### src/rtl/pak_dsp_pkg.sv
// Shared types and sizing helpers for the FFT source-side frame packer.
package pak_dsp_pkg;

    localparam int DEF_SAMPLE_WIDTH = 16;
    localparam int DEF_N            = 4;

    localparam int CNT_W  = (DEF_N > 1) ? $clog2(DEF_N) : 1;
    localparam int FILL_W = $clog2(DEF_N + 1);

    typedef logic [DEF_SAMPLE_WIDTH-1:0] sample_t;
    typedef sample_t [DEF_N-1:0]         frame_t;

    typedef enum logic {FILL, PEND} packer_state_e;

    function automatic int cnt_width(input int n);
        return (n > 1) ? $clog2(n) : 1;
    endfunction

endpackage

### src/rtl/fft_frame_packer.sv
// Packs a serial sample stream into N-lane frames, one packed beat per frame,
// with early termination on s_last (zero-padded, fill count reported).
module fft_frame_packer
    import pak_dsp_pkg::*;
#(
    parameter int SAMPLE_WIDTH = DEF_SAMPLE_WIDTH,
    parameter int N            = DEF_N
)(
    input  logic                      clk,
    input  logic                      rst,
    input  logic [SAMPLE_WIDTH-1:0]   s_data,
    input  logic                      s_valid,
    input  logic                      s_last,
    output logic                      s_ready,
    output logic [N*SAMPLE_WIDTH-1:0] m_data,
    output logic                      m_valid,
    output logic                      m_last,
    output logic [$clog2(N+1)-1:0]    m_fill,
    input  logic                      m_ready
);

    localparam int LCW = cnt_width(N);
    localparam int LFW = $clog2(N + 1);

    typedef logic [SAMPLE_WIDTH-1:0] lane_t;

    packer_state_e state_reg, state_next;
    logic [LCW-1:0] cnt_reg, cnt_next;
    logic [LFW-1:0] pend_fill_reg, pend_fill_next;
    logic           pend_last_reg, pend_last_next;
    lane_t          buf_reg [N];

    logic [N*SAMPLE_WIDTH-1:0] m_data_reg;
    logic                      m_valid_reg;
    logic                      m_last_reg;
    logic [LFW-1:0]            m_fill_reg;

    logic                      out_free;
    logic                      s_fire;
    logic                      sample_done;
    logic                      transfer;
    logic [N*SAMPLE_WIDTH-1:0] frame_padded;

    assign out_free    = !m_valid_reg || m_ready;
    assign s_fire      = s_valid && s_ready;
    assign sample_done = (cnt_reg == LCW'(N - 1)) || s_last;

    // PEND holds a completed frame. When the output register frees in the
    // same cycle, the frame leaves on this edge and lane 0 is already free
    // for the next sample, which keeps a full-rate stream unbroken.
    always_comb begin
        state_next     = state_reg;
        cnt_next       = cnt_reg;
        pend_fill_next = pend_fill_reg;
        pend_last_next = pend_last_reg;
        s_ready        = 1'b0;
        transfer       = 1'b0;
        case (state_reg)
            FILL: s_ready = 1'b1;
            PEND: begin
                s_ready  = out_free;
                transfer = out_free;
                if (out_free) begin
                    state_next = FILL;
                end
            end
            default: ;
        endcase
        if (rst) begin
            s_ready = 1'b0;
        end
        if (s_fire) begin
            if (sample_done) begin
                state_next     = PEND;
                cnt_next       = '0;
                pend_fill_next = LFW'(cnt_reg) + LFW'(1);
                pend_last_next = s_last;
            end else begin
                cnt_next = cnt_reg + 1'b1;
            end
        end
    end

    // Lanes beyond the fill count may hold stale samples; mask them here.
    for (genvar gi = 0; gi < N; gi++) begin : g_pad
        assign frame_padded[gi*SAMPLE_WIDTH +: SAMPLE_WIDTH] =
            (gi < int'(pend_fill_reg)) ? buf_reg[gi] : '0;
    end

    always_ff @(posedge clk) begin
        if (s_fire) begin
            buf_reg[cnt_reg] <= s_data;
        end
    end

    always_ff @(posedge clk) begin
        if (rst) begin
            state_reg     <= FILL;
            cnt_reg       <= '0;
            pend_fill_reg <= '0;
            pend_last_reg <= 1'b0;
            m_data_reg    <= '0;
            m_valid_reg   <= 1'b0;
            m_last_reg    <= 1'b0;
            m_fill_reg    <= '0;
        end else begin
            state_reg     <= state_next;
            cnt_reg       <= cnt_next;
            pend_fill_reg <= pend_fill_next;
            pend_last_reg <= pend_last_next;
            if (transfer) begin
                m_valid_reg <= 1'b1;
                m_data_reg  <= frame_padded;
                m_fill_reg  <= pend_fill_reg;
                m_last_reg  <= pend_last_reg;
            end else if (m_ready) begin
                m_valid_reg <= 1'b0;
            end
        end
    end

    assign m_data  = m_data_reg;
    assign m_valid = m_valid_reg;
    assign m_last  = m_last_reg;
    assign m_fill  = m_fill_reg;

endmodule

### config.mk
export PLATFORM = sky130hd
export DESIGN_NAME = fft_frame_packer
export DESIGN_NICKNAME = d
export VERILOG_FILES = /design/src/rtl/pak_dsp_pkg.sv /design/src/rtl/fft_frame_packer.sv
export SDC_FILE = /design/constraint.sdc
export NUM_CORES = 1
export LEC_CHECK = 0
export BUFFER_PORTS_ARGS = -buffer_cell sky130_fd_sc_hd__buf_4
export CAP_MARGIN = 15
export CORE_ASPECT_RATIO = 0.5
export CORE_MARGIN = 2
export CORE_UTILIZATION = 55
export CTS_CLUSTER_SIZE = 16
export DETAILED_ROUTE_END_ITERATION = 8
export PLACE_DENSITY = 0.79
export SLEW_MARGIN = 10
export SYNTH_ARGS = -nofsm -noshare
export SYNTH_HDL_FRONTEND = slang
export SYNTH_SLANG_ARGS = --single-unit
### constraint.sdc
create_clock -name clk -period 1.9 [get_ports clk]
set_input_delay 0.285 -clock clk [delete_from_list [all_inputs] [get_ports clk]]
set_output_delay 0.285 -clock clk [all_outputs]
set_load 0.01 [all_outputs]
==> impl_metrics.yaml, run 1 <==
yosys:
  synth-edff-count: 64
  yosys.cell_count.top_type: "dfxtp_1"
  synth_top_area_share_pct: 37.99
  synth_ff_type: "dfxtp_1"
  syn_nets: 452
  netlist_top_cells_area: "edfxtp_1 (38%), dfxtp_1 (30%), nand4_1 (5.9%)"
  syn_area_mm2: 0.005059
  seq_area_frac_synth_pct: 68.07
  synthDistinctLibCells: 34
  avgSynthCellArea_um2: 11.85
  ys_async_sr_fraction_pct: 0
  ys_seq_elements: 140
  synth_area_leader_cell: "edfxtp_1"
  netlist_instances: 427
  ys_warn_count: 0
  synth.top_cells.by_count: "dfxtp_1 (76), edfxtp_1 (64), a21oi_1 (55)"
timing:
  rsz0062_at_grt: "no"
  clock_skew_ns: 0.006453
  layout_min_cycle_time_ns: 1.837
  finalCritPeriodShare_pct: 96.68
  finalSetupViolCount: 0
  tightest_slew_ns: 0.7212
  fmax_mhz: 544.4
  fin_ws_ns: 0.06309
  timing.setup.tns_ns: 0
  drv_slew: 0
  slew-limit-headroom_pct: 51.87
  hold_viol_final: 0
global_route:
  overflow: 0
  grt_pass1_vias: 3659
  antenna_found_initial: 0
  grt_max_degree: 37
  grt_usage_pct: 26.79
  grt_pass1_wl_um: 19710
cts:
  cts_sinks: 140
  cts_tree: "done"
  cts_max_level: 4
  post_cts_buffers: 0
  hold_buffers: 0
  root_buffer: "clkbuf_16"
  insertion_delay_ns: 0.41
  clkSlewWorstSetupHoldPaths_ns: 0.06
  clock_path_buffers: 2
  cts_buffers: 17
  ctsResizeCount: 0
min_path:
  hold_depth: 1
  hold_class: "primary input to register"
  min_from: "s_data[9]"
worst_setup_path:
  cp.required_ns: 1.62
  crit_path_max_incr_delay_ns: 0.38
  slowest_stage: "dfxtp_2"
  crit_buf_inv: 2
  cp-startpoint: "state_reg"
  arrival_ns: 1.55
  reg2reg_from: "m_valid"
  criticalPathCategory: "register to primary output"
  path_cells: "buf_4, a21oi_1, buf_4"
  ff2ff_path_depth: 3
  end_kind: "primary output"
  critical_path_cell_count: 3
  critPathTopFamily: "buffers and inverters"
  crit_path_max_fanout: 36
  cpMostUsedCell: "buf_4"
  worst_setup_path_start_kind: "register"
power:
  ir_drop_uv: 757.3
  pwr-share-comb_pct: 3.9
  clock_power_share_pct: 48.5
  p_leak_nw: 2.380
  seqPwrFrac_pct: 47.6
  p_switching_mw: 1.355
  p_int_mw: 5.401
  power.share.switching_pct: 20.06
  cellPowerDensity_mw_per_mm2: 1052
floorplanning:
  ios: 91
  rows: 24
  initial_utilization_pct: 57.30
  core_area_mm2: 0.008828
  die_y_um: 71.82
  die-area_mm2: 0.01003
  die_x_um: 139.6
routing:
  drt_pass1_iterations: 8
  drcViolationCount: 0
  wl_um: 12910
  drt_iter0_markers: 376
  wl_per_cell_um: 20.07
  vias: 3808
  final_antenna_net_count: 0
  viasPerCell: 5.922
finish:
  nFillCells: 590
  utilization_pct: 72.72
  synthToLayoutAreaGrowth_pct: 26.91
  final_layout_size_suffix_gt1_share_pct: 27.05
  fin_cells: 643
  nets: 537
place:
  dp_cells: 610
  routabilityCongestion: 0.8114
  place_hpwl_um: 8219
  dp_slack_ns: 0.4323
  portBuffers: 90
run_status:
  outcome: "completed"
flow_run:
  maxCapViolations: 0
==> cell families (layout without fill, tap and decap cells) <==
family	after synthesis	after routing	share of synthesized area, %
DFF	140	140	68.07
AOI/OAI and AO/OA	132	132	15.16
other	0	1	0
muxes	1	1	0.1979
buffers and inverters	62	160	5.615
adders and majority gates	4	4	0.9894
and+or+nand+nor	88	88	9.968
==> power groups by stage <==
stage	registers, mW	logic (mW)	clock network, mW
finish	3.21	0.264	3.28
global route	3.22	0.280	3.43
CTS	3.21	0.258	3.31
detailed placement	3.28	0.256	0
global placement	3.28	0.250	0
floorplan	3.27	0.130	0
==> worst register-to-register path, cell delays in order (launching register included) <==
cell,delay (ns)
dfxtp_1,0.36
and2b_1,0.24
nor2_2,0.58
o32ai_1,0.19
==> routing by layer <==
layer	vias to the layer above	track usage [%]	part of all wire (%)	wire, um
met4	0	10.22	1.7	221
met2	158	43.41	48	6227
li1	1763	-	-	-
met5	-	0	0	0
met3	23	8.690	7.7	998
met1	1864	34.39	42	5460
==> cell usage in the layout, fill, tap and decap left out, types with 2 or more instances in the layout <==
master and count:
a21oi_1 55, a31o_2 2, and2b_1 2, and3_1 4
buf_4 106, bufinv_16 2, clkbuf_1 2, clkbuf_16 18
clkbuf_8 4, clkinv_1 4, clkinv_2 2, dfxtp_1 75
edfxtp_1 64, ha_1 4, inv_1 21, nand2_1 21
nand3_1 6, nand4_1 48, o21ai_0 52, o32ai_1 16
==> metrics by stage <==
| step | instance area, um^2 | hold slack, ns | total power [mW] |
|---|---|---|---|
| after CTS | 6417 | 0.08932 | 6.782 |
| after floorplan | 5059 | 0.3839 | 3.405 |
| final | 6420 | 0.1050 | 6.757 |
| after detailed placement | 5819 | 0.4652 | 3.533 |
| after global routing | 6417 | 0.08759 | 6.926 |
| after global placement | 5819 | 0.4612 | 3.526 |
==> area by class of cell <==
cell class	count	area [um^2]	share of cell area, %
timing repair buffer	107	815.8	12.71
multi-input combinational	225	1334	20.78
clock buffer	24	513.0	7.991
antenna	1	2.502	0.03898
inverter	21	78.83	1.228
tap	117	146.4	2.280
clock inverter	8	85.08	1.325
sequential	140	3445	53.65
==> final timing paths <==
path	slack [ns]	endpoint
max	0.06	s_ready
min	0.10	buf_reg[2][9]
max reg2reg	0.38	m_data[13]
min reg2reg	0.47	m_data[2]
(Power assumes the default switching activity.)
==> run 2: changes to the inputs <==
==> constraint.sdc (replaced) <==
create_clock -name clk -period 1.7 [get_ports clk]
set_input_delay 0.255 -clock clk [delete_from_list [all_inputs] [get_ports clk]]
set_output_delay 0.255 -clock clk [all_outputs]
set_load 0.01 [all_outputs]
==> run 2 against run 1 <==
Effect of this change: final cell count stayed put; sequential share of layout area is 0.17 points higher; combinational power is 12% higher; core utilization is 0.23 points lower; design area is 0.31% lower; clock skew is 0.0053 ns higher; non-clock buffer count is 1 higher; global-route usage is 0.29 points lower; setup slack better by 0.022 ns; register-to-register slack worse by 0.17 ns.
==> impl_metrics.yaml, run 2 (synthesis results as in run 1) <==
place:
  portBuffers: 90
  dp_slack_ns: 0.1437
  dp_cells: 611
  routabilityCongestion: 0.7993
  place_hpwl_um: 7881
power:
  p_leak_nw: 2.359
  ir_drop_uv: 943.7
  total_power_mw: 7.273
  cellPowerDensity_mw_per_mm2: 1136
cts:
  cts_tree: "done"
  insertion_delay_ns: 0.43
  clkSlewWorstSetupHoldPaths_ns: 0.06
  cts_buffers: 17
  cts_sinks: 140
  cts_max_level: 4
  hold_buffers: 0
  root_buffer: "clkbuf_16"
  clock_path_buffers: 2
timing:
  clock_skew_ns: 0.01171
  timing.setup.tns_ns: 0
  tightest_slew_ns: 0.7002
  finalCritPeriodShare_pct: 94.99
  slew-limit-headroom_pct: 53.27
  hold_ws_ns: 0.05291
  layout_min_cycle_time_ns: 1.615
  fmax_mhz: 619.3
  fin_ws_ns: 0.08515
  hold_viol_final: 0
  finalSetupViolCount: 0
  drv_slew: 0
  rsz0062_at_grt: "no"
floorplanning:
  die_y_um: 71.82
  ios: 91
  die-area_mm2: 0.01003
  rows: 24
  die_x_um: 139.6
  initial_utilization_pct: 57.30
  core_area_mm2: 0.008828
routing:
  wl_um: 12730
  drcViolationCount: 0
  viasPerCell: 6.009
  wl_per_cell_um: 19.80
  drt_iter0_markers: 345
  drt_pass1_iterations: 6
  vias: 3864
  final_antenna_net_count: 0
worst_setup_path:
  cp.required_ns: 1.44
  worst_setup_path_start_kind: "register"
  critPathTopFamily: "flip-flops"
  crit_buf_inv: 1
  critical_path_cell_count: 3
  slowest_stage: "dfxtp_1"
  crit_path_max_fanout: 11
  ff2ff_path_depth: 3
  path_cells: "and2b_2, a21oi_2, buf_4"
  end_kind: "primary output"
  criticalPathCategory: "register to primary output"
  crit_path_max_incr_delay_ns: 0.30
  arrival_ns: 1.36
finish:
  nets: 538
  final_layout_size_suffix_gt1_share_pct: 27.19
  synthToLayoutAreaGrowth_pct: 26.51
  nFillCells: 587
  final_cell_mix: "buf_4 (105), dfxtp_1 (75), edfxtp_1 (64)"
  n_antenna_cell: 0
  fin_cells: 643
  final_common_cell: "buf_4"
global_route:
  grt_max_degree: 42
  grt_pass1_wl_um: 19520
  grt_usage_pct: 26.50
  grt_pass1_vias: 3676
  antenna_found_initial: 0
  overflow: 0
run_status:
  outcome: "completed"
min_path:
  hold_class: "primary input to register"
  hold_depth: 1
flow_run:
  maxCapViolations: 0
==> run 2: power breakdown <==
part,internal (mW),switching [mW]
clock network,2.10,1.29
registers,3.57,0.0218
logic,0.0926,0.204
==> run 2: cell type report <==
type	instances	area (um^2)	area share (%)
flip-flops and latches	140	3445	53.82
multi-input cells	225	1339	20.92
repair buffers	108	848.3	13.26
clock buffers	31	538.0	8.407
well taps	117	146.4	2.287
inverters	21	78.83	1.232
clock inverters	1	5.005	0.07820
==> run 2: through the flow <==
stage	area (um^2)	util, %
after detailed placement	5852	66.28
final	6400	72.49
after floorplan	5059	-
after CTS	6399	72.48
after global routing	6400	72.49
after global placement	5852	66.28
==> run 2: path summary, 6_finish.rpt <==
kind | slack (ns) | from | end
worst max-delay path | 0.09 | m_valid | s_ready
worst min-delay path | 0.05 | s_data[12] | buf_reg[3][12]
worst min register to register | 0.47 | pend_last_reg | pend_last_reg
worst max register to register | 0.21 | m_valid | m_data[14]
==> run 2: what timing repair did <==
action                                  in CTS  in global routing
resized for setup                            1                  1
endpoints found under the setup margin       1                  1
buffers inserted                             0                  0
==> run 2: per-layer routing <==
layer	track usage, %	wire length (um)	vias up
met5	0	0	-
met4	12.11	377	0
met3	9.960	1236	29
met2	40.03	5880	194
met1	34.68	5237	1874
li1	-	-	1767
==> run 2: worst register-to-register path: cells and delay by family (launching register included) <==
kind / cells / cell delay, ns
DFF: 1 / 0.30
AOI/OAI and AO/OA: 1 / 0.18
and+or+nand+nor: 2 / 0.85
==> run 3: changes to the inputs <==
--- a/config.mk
+++ b/config.mk
@@ -13,6 +13,7 @@
 export CTS_CLUSTER_SIZE = 16
 export DETAILED_ROUTE_END_ITERATION = 8
 export PLACE_DENSITY = 0.79
+export RECOVER_POWER = 100
 export SLEW_MARGIN = 10
 export SYNTH_ARGS = -nofsm -noshare
 export SYNTH_HDL_FRONTEND = slang
==> run 3 against run 2 <==
Effect of this change: non-clock buffer count did not move; power shrank 0.35%; critical path depth unchanged; count of clock-buffer cells in the layout unchanged; sequential cell count stayed put; via count down 0.16%; fmax shrank 0.12%; sequential share of layout area rose by 3.2 points; hold slack better by 0.028 ns; final cell count unchanged.
==> impl_metrics.yaml, run 3 (synthesis results as in run 1) <==
timing:
  fmax_mhz: 618.5
  layout_min_cycle_time_ns: 1.617
  hold_ws_ns: 0.08125
  hold_viol_final: 0
  drv_slew: 0
  clock_skew_ns: 0.01408
  finalSetupViolCount: 0
  tightest_slew_ns: 0.6939
  slew-limit-headroom_pct: 53.69
  timing.setup.tns_ns: 0
  rsz0062_at_grt: "no"
  finalCritPeriodShare_pct: 95.11
worst_setup_path:
  arrival_ns: 1.36
  cp.required_ns: 1.44
  worst_setup_path_start_kind: "register"
  criticalPathCategory: "register to primary output"
  end_kind: "primary output"
  crit_path_max_fanout: 11
finish:
  final_common_cell: "clkbuf_1"
  n_antenna_cell: 0
  final_cell_mix: "clkbuf_1 (93), dfxtp_1 (75), edfxtp_1 (64)"
  nets: 538
  ff_latch_area_mm2: 0.003445
  nFillCells: 689
  final_layout_size_suffix_gt1_share_pct: 11.03
  synthToLayoutAreaGrowth_pct: 19.52
  multi_input_area_mm2: 0.001339
power:
  p_leak_nw: 1.997
  pwr-share-comb_pct: 3.7
  clock_power_share_pct: 46.7
  ir_drop_uv: 947.5
  total_power_mw: 7.248
  power.share.switching_pct: 20.88
  p_int_mw: 5.735
  cellPowerDensity_mw_per_mm2: 1199
  p_switching_mw: 1.513
  seqPwrFrac_pct: 49.6
place:
  place_hpwl_um: 7881
  routabilityCongestion: 0.7993
  portBuffers: 90
global_route:
  grt_pass1_wl_um: 19520
  grt_pass1_vias: 3676
  grt_usage_pct: 26.50
  grt_max_degree: 42
  antenna_found_initial: 0
  overflow: 0
min_path:
  hold_class: "primary input to register"
cts:
  insertion_delay_ns: 0.43
  clkSlewWorstSetupHoldPaths_ns: 0.05
  post_cts_buffers: 0
  cts_max_level: 4
  ctsResizeCount: 1
  hold_buffers: 0
  clock_path_buffers: 2
  cts_sinks: 140
  cts_buffers: 17
  root_buffer: "clkbuf_16"
  cts_tree: "done"
flow_run:
  maxCapViolations: 0
routing:
  viasPerCell: 6.000
  drt_iter0_markers: 344
  drt_pass1_iterations: 5
  final_antenna_net_count: 0
  drcViolationCount: 0
  wl_per_cell_um: 19.88
  vias: 3858
  wl_um: 12780
floorplanning:
  initial_utilization_pct: 57.30
  die_x_um: 139.6
  die_y_um: 71.82
  rows: 24
  die-area_mm2: 0.01003
  ios: 91
  core_area_mm2: 0.008828
run_status:
  outcome: "completed"
-- run 3: cell types whose count changed in the layout (fill, tap and decap cells not counted) --
cell	delta
buf_12	-2
clkbuf_1	+85
clkbuf_4	+1
clkbuf_2	+4
buf_4	-88
-- run 3: per-layer routing --
layer | wire (um) | vias up | global-route usage (%)
met3 | 1298 | 35 | 9.960
met5 | 0 | - | 0
li1 | - | 1768 | -
met4 | 354 | 0 | 12.11
met1 | 5313 | 1853 | 34.68
met2 | 5815 | 202 | 40.03
-- run 3: area by class of cell --
class | instances | area share [%]
Inverter | 21 | 1.304
Clock inverter | 1 | 0.08278
Tap cell | 117 | 2.421
Clock buffer | 31 | 8.899
Timing Repair Buffer | 108 | 8.175
Sequential cell | 140 | 56.97
Multi-Input combinational cell | 225 | 22.14
-- run 3: critical path, cell delays in order (launching register included) --
cell and delay, ns:
dfxtp_1 0.30, and2b_2 0.28, a21oi_2 0.20, buf_4 0.14
-- run 3: path summary, 6_finish.rpt --
kind	slack (ns)	endpoint	from	cells past startpoint
worst max register to register	0.15	buf_reg[2][6]	m_valid	4
worst min-delay path	0.08	pend_last_reg	s_last	2
worst min register to register	0.47	m_data[56]	m_data[56]	2
worst max-delay path	0.08	s_ready	m_valid	3
-- run 3: power groups by stage --
stage	combinational, mW	sequential [mW]	clock, mW
2_1_floorplan	0.145	3.66	0
3_3_place_gp	0.284	3.66	0
3_5_place_dp	0.288	3.66	0
4_1_cts	0.290	3.59	3.40
5_1_grt	0.291	3.59	3.54
6_report	0.271	3.59	3.38
-- run 3: through the flow --
step | util, % | worst slack, ns | std cells | instance area (um^2)
after global routing | 68.48 | 0.04086 | 643 | 6046
after floorplan | - | 0.2284 | 427 | 5059
after CTS | 72.48 | 0.02332 | 643 | 6399
final | 68.48 | 0.08317 | 643 | 6046
after global placement | 66.28 | 0.2312 | 611 | 5852
after detailed placement | 66.28 | 0.1437 | 611 | 5852
